**config.mk**
```make
export PLATFORM = sky130hd
export DESIGN_NAME = seg7_scan_driver
export DESIGN_NICKNAME = d
export VERILOG_FILES = /design/src/rtl/seg7_scan_driver.sv
export SDC_FILE = /design/constraint.sdc
export NUM_CORES = 1
export LEC_CHECK = 0
export ABC_CLOCK_PERIOD_IN_PS = 1800
export CORE_MARGIN = 1.5
export CORE_UTILIZATION = 46
export DETAILED_ROUTE_END_ITERATION = 8
export PLACE_DENSITY = 0.86
export SYNTH_ARGS = -nofsm -noshare
export SYNTH_HDL_FRONTEND = slang
export SYNTH_SLANG_ARGS = --single-unit
```
**constraint.sdc**
```tcl
create_clock -name clk -period 1.8 [get_ports clk]
set_input_delay 0.27 -clock clk [delete_from_list [all_inputs] [get_ports clk]]
set_output_delay 0.27 -clock clk [all_outputs]
set_load 0.03 [all_outputs]
```
**src/rtl/seg7_scan_driver.sv**
```systemverilog
// -----------------------------------------------------------------------------
// seg7_scan_driver
//
// Time-multiplexed seven-segment display driver. A packed multi-digit value
// and its per-digit decimal points are captured into shadow registers on
// `load`. A prescaler divides the clock into digit slots of SCAN_DIV cycles.
// Each clock, the registered outputs show the digit selected by the current
// scan index: one-hot enable, decoded segments (hex or dash for 10..15, with
// optional leading-zero blanking) and the decimal point. `frame` pulses for
// one cycle when the displayed digit wraps from the last digit back to 0.
//
// Ports
//   clk       rising-edge clock
//   rst       asynchronous, active-high reset
//   load      capture value/dp_in into the shadow registers at the edge
//   value     packed nibbles, nibble i = value[4i+3:4i], digit 0 is the LSD
//   dp_in     per-digit decimal point, captured with value
//   hex_mode  1: nibbles 10..15 shown as hex letters, 0: shown as dash
//   blank_lz  blank leading zero digits (digit 0 is never blanked)
//   seg       active-high segments, seg[0]=a .. seg[6]=g
//   dp        active-high decimal point of the displayed digit
//   an        one-hot active-high digit enable
//   frame     one-cycle pulse when the display wraps to digit 0
// -----------------------------------------------------------------------------
module seg7_scan_driver #(
    parameter int DIGITS   = 4,
    parameter int SCAN_DIV = 4
) (
    input  logic                  clk,
    input  logic                  rst,
    input  logic                  load,
    input  logic [4*DIGITS-1:0]   value,
    input  logic [DIGITS-1:0]     dp_in,
    input  logic                  hex_mode,
    input  logic                  blank_lz,
    output logic [6:0]            seg,
    output logic                  dp,
    output logic [DIGITS-1:0]     an,
    output logic                  frame
);

    localparam int PW = (SCAN_DIV > 1) ? $clog2(SCAN_DIV) : 1;
    localparam int IW = (DIGITS > 1) ? $clog2(DIGITS) : 1;
    localparam logic [PW-1:0] PRE_LAST = PW'(SCAN_DIV - 1);
    localparam logic [IW-1:0] IDX_LAST = IW'(DIGITS - 1);

    logic [4*DIGITS-1:0] shadow_q, shadow_d;
    logic [DIGITS-1:0]   sdp_q, sdp_d;
    logic [PW-1:0]       pre_q, pre_d;
    logic [IW-1:0]       idx_q, idx_d;
    logic [6:0]          seg_q, seg_d;
    logic                dp_q, dp_d;
    logic [DIGITS-1:0]   an_q, an_d;
    logic                frame_q, frame_d;
    logic                wrap_q, wrap_d;

    logic                slot_end;
    logic [3:0]          nib;
    logic                blank;
    logic                zero_from;

    function automatic logic [6:0] decode(input logic [3:0] n, input logic hex);
        logic [6:0] s;
        case (n)
            4'h0: s = 7'h3F;
            4'h1: s = 7'h06;
            4'h2: s = 7'h5B;
            4'h3: s = 7'h4F;
            4'h4: s = 7'h66;
            4'h5: s = 7'h6D;
            4'h6: s = 7'h7D;
            4'h7: s = 7'h07;
            4'h8: s = 7'h7F;
            4'h9: s = 7'h67;
            4'hA: s = hex ? 7'h77 : 7'h40;
            4'hB: s = hex ? 7'h7C : 7'h40;
            4'hC: s = hex ? 7'h39 : 7'h40;
            4'hD: s = hex ? 7'h5E : 7'h40;
            4'hE: s = hex ? 7'h79 : 7'h40;
            default: s = hex ? 7'h71 : 7'h40;
        endcase
        return s;
    endfunction

    always_comb begin
        shadow_d  = load ? value : shadow_q;
        sdp_d     = load ? dp_in : sdp_q;

        slot_end  = (pre_q == PRE_LAST);
        pre_d     = slot_end ? '0 : pre_q + PW'(1);
        idx_d     = idx_q;
        if (slot_end) begin
            idx_d = (idx_q == IDX_LAST) ? '0 : idx_q + IW'(1);
        end

        // wrap_q marks that idx just returned to 0; the display follows one
        // cycle later, so frame is the delayed wrap.
        wrap_d    = slot_end && (idx_q == IDX_LAST);
        frame_d   = wrap_q;

        nib       = 4'h0;
        dp_d      = 1'b0;
        blank     = 1'b0;
        an_d      = '0;
        zero_from = 1'b1;
        // Walk from the most significant digit down so zero_from tells
        // whether this nibble and everything above it is zero.
        for (int i = DIGITS - 1; i >= 0; i--) begin
            zero_from = zero_from && (shadow_q[4*i +: 4] == 4'h0);
            if (idx_q == IW'(i)) begin
                nib     = shadow_q[4*i +: 4];
                dp_d    = sdp_q[i];
                an_d[i] = 1'b1;
                blank   = blank_lz && (i != 0) && zero_from;
            end
        end
        seg_d = blank ? 7'h00 : decode(nib, hex_mode);
    end

    always_ff @(posedge clk or posedge rst) begin
        if (rst) begin
            shadow_q <= '0;
            sdp_q    <= '0;
            pre_q    <= '0;
            idx_q    <= '0;
            seg_q    <= '0;
            dp_q     <= 1'b0;
            an_q     <= '0;
            frame_q  <= 1'b0;
            wrap_q   <= 1'b0;
        end else begin
            shadow_q <= shadow_d;
            sdp_q    <= sdp_d;
            pre_q    <= pre_d;
            idx_q    <= idx_d;
            seg_q    <= seg_d;
            dp_q     <= dp_d;
            an_q     <= an_d;
            frame_q  <= frame_d;
            wrap_q   <= wrap_d;
        end
    end

    assign seg   = seg_q;
    assign dp    = dp_q;
    assign an    = an_q;
    assign frame = frame_q;

endmodule
```
# Word level (Yosys, flattened, before mapping)
# Index checks and enable logic that the tools add are counted.
# totals
memories	0
latch_bits	0
ramBits	0
mem_bits_ro	0
reg_bits	38
input_bits	25
# op_classes
add_sub_neg	2
n_reduce_logical	11
magnitude_cmp	0
n_eq_ne	18
mux	26
shift	0
n_div	0
n_mul	0
bitwise_logic	0
# ops
operator	n
$pmux 7 s15	1
$eq 4x4->1 const B	7
$mux 6	4
$eq 4x3->1 const B	4
$logic_not 4->1	4
$mux 4	4
$mux 7	2
$mux 1	12
$eq 4x2->1 const B	2
$eq 2x2->1 const B	3
$logic_and 1x1->1	6
$mux 5	1
$add 2x1->2 const B	2
$eq 4x1->1 const B	1
$mux 2	2
$eq 2x1->1 const B	1
$logic_not 2->1	1

# Depth between registers and ports, before layout
# depth
word_depth	8
depth_mapped	10

# Worst setup path after synthesis
# No wires, ideal clock.
# synth_path
path_type	register -> register
start	reg idx_q[0]
end	reg seg_q[0] (netlist: seg[0])
path_buffers	2
t_arrival_ns	1.821
path_slack_ns	-0.149
setup_ns	0.128
path_stages_with_launch	10
required_ns	1.672
path_cell_list	dfrtp_1 -> inv_1 -> ha_1 -> buf_6 -> a211oi_2 -> a221o_1 -> buf_6 -> o21ai_1 -> a222oi_1 -> nor2_1
# synth_via
elab_chain_cells	8
word_cells_on_any_way	29
classes_between	eq/ne: 17; mux: 10; reduce/logical: 2
# synth_rtl
element	line	source
start: declaration	50	logic [IW-1:0] idx_q, idx_d;
start signal: assignment	135	idx_q <= idx_d;
$eq 2x2->1	110	if (idx_q == IW'(i)) begin
$mux 4 (4 in a row)	110	
$eq 4x4->1, or another cell as far along	64	case (n)
$pmux 7 s15	64	
$mux 7 (*)	117	seg_d = blank ? 7'h00 : decode(nib, hex_mode);
via seg_d[0]	51	logic [6:0] seg_q, seg_d;
end signal: assignment	136	seg_q <= seg_d;
end: declaration	51	
# Mark *: on every way through the listed nets, which the timed path passes. The rest lies on a longest branch.
# A chain may end at the register's enable or synchronous reset.

# Worst setup path after layout
# layout_path
start	reg idx_q[0]
end	reg seg_q[5] (netlist: seg[5])
# Same word-level chain as after synthesis.

==> impl_results.md <==
* Status: finished, violations left
* Failing checks: setup timing
* Sequential share of power at 0.476
* Reg2reg start: idx_q[0]$_DFFE_PP0P_
* Drt total wl at 4.235 mm
* Hold Crit Depth at 0
* Die Ht at 66.49 µm
* Overall power at 2.051 mW
* Register-to-Register Path Depth at 8
* Sequential cell area fraction in the yosys report at 0.5128
* RR Endpoint: seg[5]$_DFF_PP0_
* RSZ-0062 raised after global routing: yes
* Antenna violations before repair at 0
* Clk_lat worst skew at 0.29 ns
* Clk network pwr share at 0.290
* H-tree depth at 2
* Iteration-0 DRC Markers at 62
* Crit path launch type: register
* Wire per inst at 15.63 µm
* Worst hold path type: register to register
* Root buf cell: clkbuf_8
* Share of the synthesized area in the top cell type at 0.5128
* Clk sinks at 38
* Std cell rows at 22
* CTS buffer count at 5
* Mapped Nets at 188
* LEAKAGE at 1.110 nW
* Cells after Synth at 158
* Setup slack, reg-to-reg at -0.18 ns
* Grt total ovfl at 0
* Critical Path RT at 1.96 ns
* Crit path max-delay family: compound AO/OA/AOI/OAI gates
* Hold Path Sink: frame$_DFF_PP0_
* CP bufs+invs at 2
* Mapped cell area at 1854 µm²
* Gpl congestion at 0.8363
* Fin Setup TNS at -1.057 ns
* Combinational power share at 0.234
* Mean area per synthesized cell at 11.74 µm²
* CP arrival at 2.14 ns
* Yosys warns at 0
* Boundary pin count at 38
* Nets@finish at 252
* Slew Viols, Final at 0
* Max Clk Rate at 0.5063 GHz
* Design Area, Final at 2715 µm²
* Clock slew at reported path FFs at 0.07 ns
* Die ar. at 4421 µm²
* Largest net degree at the start of global routing at 39
* Slew HR at 0.6775
* TritonCTS clock tree: done
* Final ANT Viol Nets at 0
* Switching pwr at 0.5660 mW
* Critical Path Sink Type: register
* # diodes at 0
* Post-synth EDFFs at 0
* Final setup fails at 7
* Final period util at 1.097
* Slowest stage cell on the critical path: dfrtp_2
* Maximum vdd ir drop at 0.4572 mV
* Post-synth ARST share at 1.000
* Hold WS at 0.3472 ns
* Crit-path cells: inv_4 -> ha_4 -> nor2b_4 -> nand2_2 -> a221o_2 -> buf_4 -> a21oi_1 -> a221oi_2
* Area after DPL at 2432 µm²
* Area growth from synthesis to layout at 46.42%
* Top post-synthesis cells by area: dfrtp_1 51%, mux2_2 12%, ha_1 3.4%
* Yosys cell types at 41
* DR vias/cell at 5.461
* Count leader, synth: dfrtp_1
* Critical path peak fanout at 8
* Starting Density at 0.4917
* Die W at 66.49 µm
* DRC violations left at 0
* CORE AREA at 3771 µm²
* IO Port Bufs at 37
* Fillers at 243
* Fraction of layout cells with a size suffix above 1 at 0.3901
* Top cells by count, synth: 38 x dfrtp_1, 19 x mux2_2, 13 x nand2_1, 9 x o21ai_0, 8 x a21oi_1
* Total track usage at 0.2107
* Switching share of power at 0.2759
* #FFs+latches synth at 38
* Pwr/cell area at 755.5 nW/µm²
* CP peak stage delay at 0.46 ns
* Critical setup path kind: register to register
* Top_reg_cell synth: dfrtp_1
* First-pass GRT wire length at 6.803 mm
* Initial DRT Pass Iterations at 4
* Fin crit period at 1.975 ns
* Slew @ Worst Pin at 0.4793 ns
* Pint at 1.485 mW
* Top cell type by total area after synthesis: dfrtp_1
* Hold Violations, Final at 0
* Clock tree buffer depth at 2
* Hpwl dp at 2.765 mm
* Clk_skew at 0.004836 ns
* Vias at 1480
* Worst hold start: frame_d$_DFF_PP0_
* Vias in the first global route at 1494
* Final WS setup at -0.1750 ns
* DP Worst Slack at -0.2120 ns
* Maximum Capacitance Violations at 0
* Cts-stage hold buffer count at 0
## what timing repair did
item	4_1_cts	5_1_grt
pin swaps	13	4
endpoints found under the setup margin	7	7
gates resized for setup	19	10
setup buffers	6	2
## logic make-up (layout without fill, tap and decap cells)
family / after synthesis / in the layout / synth area share
AOI/OAI and AO/OA: 42 / 42 / 0.1741
DFF: 38 / 38 / 0.5128
and+or+nand+nor: 38 / 38 / 0.1127
muxes: 20 / 20 / 0.1208
buffers and inverters: 15 / 80 / 0.04588
adders and majority gates: 5 / 5 / 0.03374
## cell usage in the layout, fill, tap and decap left out, drive strengths merged, types with 2 or more instances in the layout
master	instances
nand2	14
a21oi	8
a22oi	2
o21ai	11
nand2b	3
a211oi	2
nor2	8
clkdlybuf4s50	37
inv	6
ha	5
o211a	2
o211ai	5
a221oi	3
o22ai	4
clkbuf	7
dfrtp	38
buf	29
a31oi	2
nor4	4
nand3	3
mux2	19
## worst register-to-register path: stages (launching register included)
cell and delay (ns):
dfrtp_2 0.46, inv_4 0.07, ha_4 0.20, nor2b_4 0.15, nand2_2 0.09, a221o_2 0.43, buf_4 0.18, a21oi_1 0.19
a221oi_2 0.08
## power by group through the flow
stage	clock, mW	combinational [mW]	sequential (mW)
final	0.595	0.480	0.976
after floorplan	0	0.194	1.04
after detailed placement	0	0.420	0.988
after global routing	0.643	0.515	0.984
after CTS	0.606	0.454	0.974
after global placement	0	0.410	0.986
## how the worst max path moves through the flow
stage / from / end / cells past startpoint
floorplan: idx_q[1]$_DFFE_PP0P_ / seg[0]$_DFF_PP0_ / 8
global placement: idx_q[1]$_DFFE_PP0P_ / seg[0]$_DFF_PP0_ / 7
detailed placement: idx_q[1]$_DFFE_PP0P_ / seg[0]$_DFF_PP0_ / 7
CTS: idx_q[0]$_DFFE_PP0P_ / seg[3]$_DFF_PP0_ / 8
global route: idx_q[0]$_DFFE_PP0P_ / seg[0]$_DFF_PP0_ / 8
finish: idx_q[0]$_DFFE_PP0P_ / seg[5]$_DFF_PP0_ / 8
## metrics by stage
step	cells	util
4_1_cts	269	0.7044
2_1_floorplan	158	-
3_3_place_gp	255	0.6450
5_1_grt	271	0.7200
6_report	271	0.7200
3_5_place_dp	255	0.6450
## flip-flops by register name (all words and copies together), names as in the netlist
register  count
shadow_q     16
seg           7
an            4
sdp_q         4
idx_q         2
pre_q         2
dp            1
frame         1
frame_d       1
## final cells by class
cell class,instances,area [µm²],area share
Multi-Input combinational cell,105,977.2,0.3599
Sequential cell,38,953.4,0.3512
Timing Repair Buffer,66,608.1,0.2240
Clock buffer,7,86.33,0.03180
Tap cell,48,60.06,0.02212
Inverter,6,25.02,0.009217
Clock inverter,1,5.005,0.001843
## per-layer routing
metal,wire [µm],GRT usage
met1,1715,0.2437
met2,2199,0.3613
met3,159,0.03716
met4,161,0.1276
met5,0,0
Power figures use the tool's default switching activity.
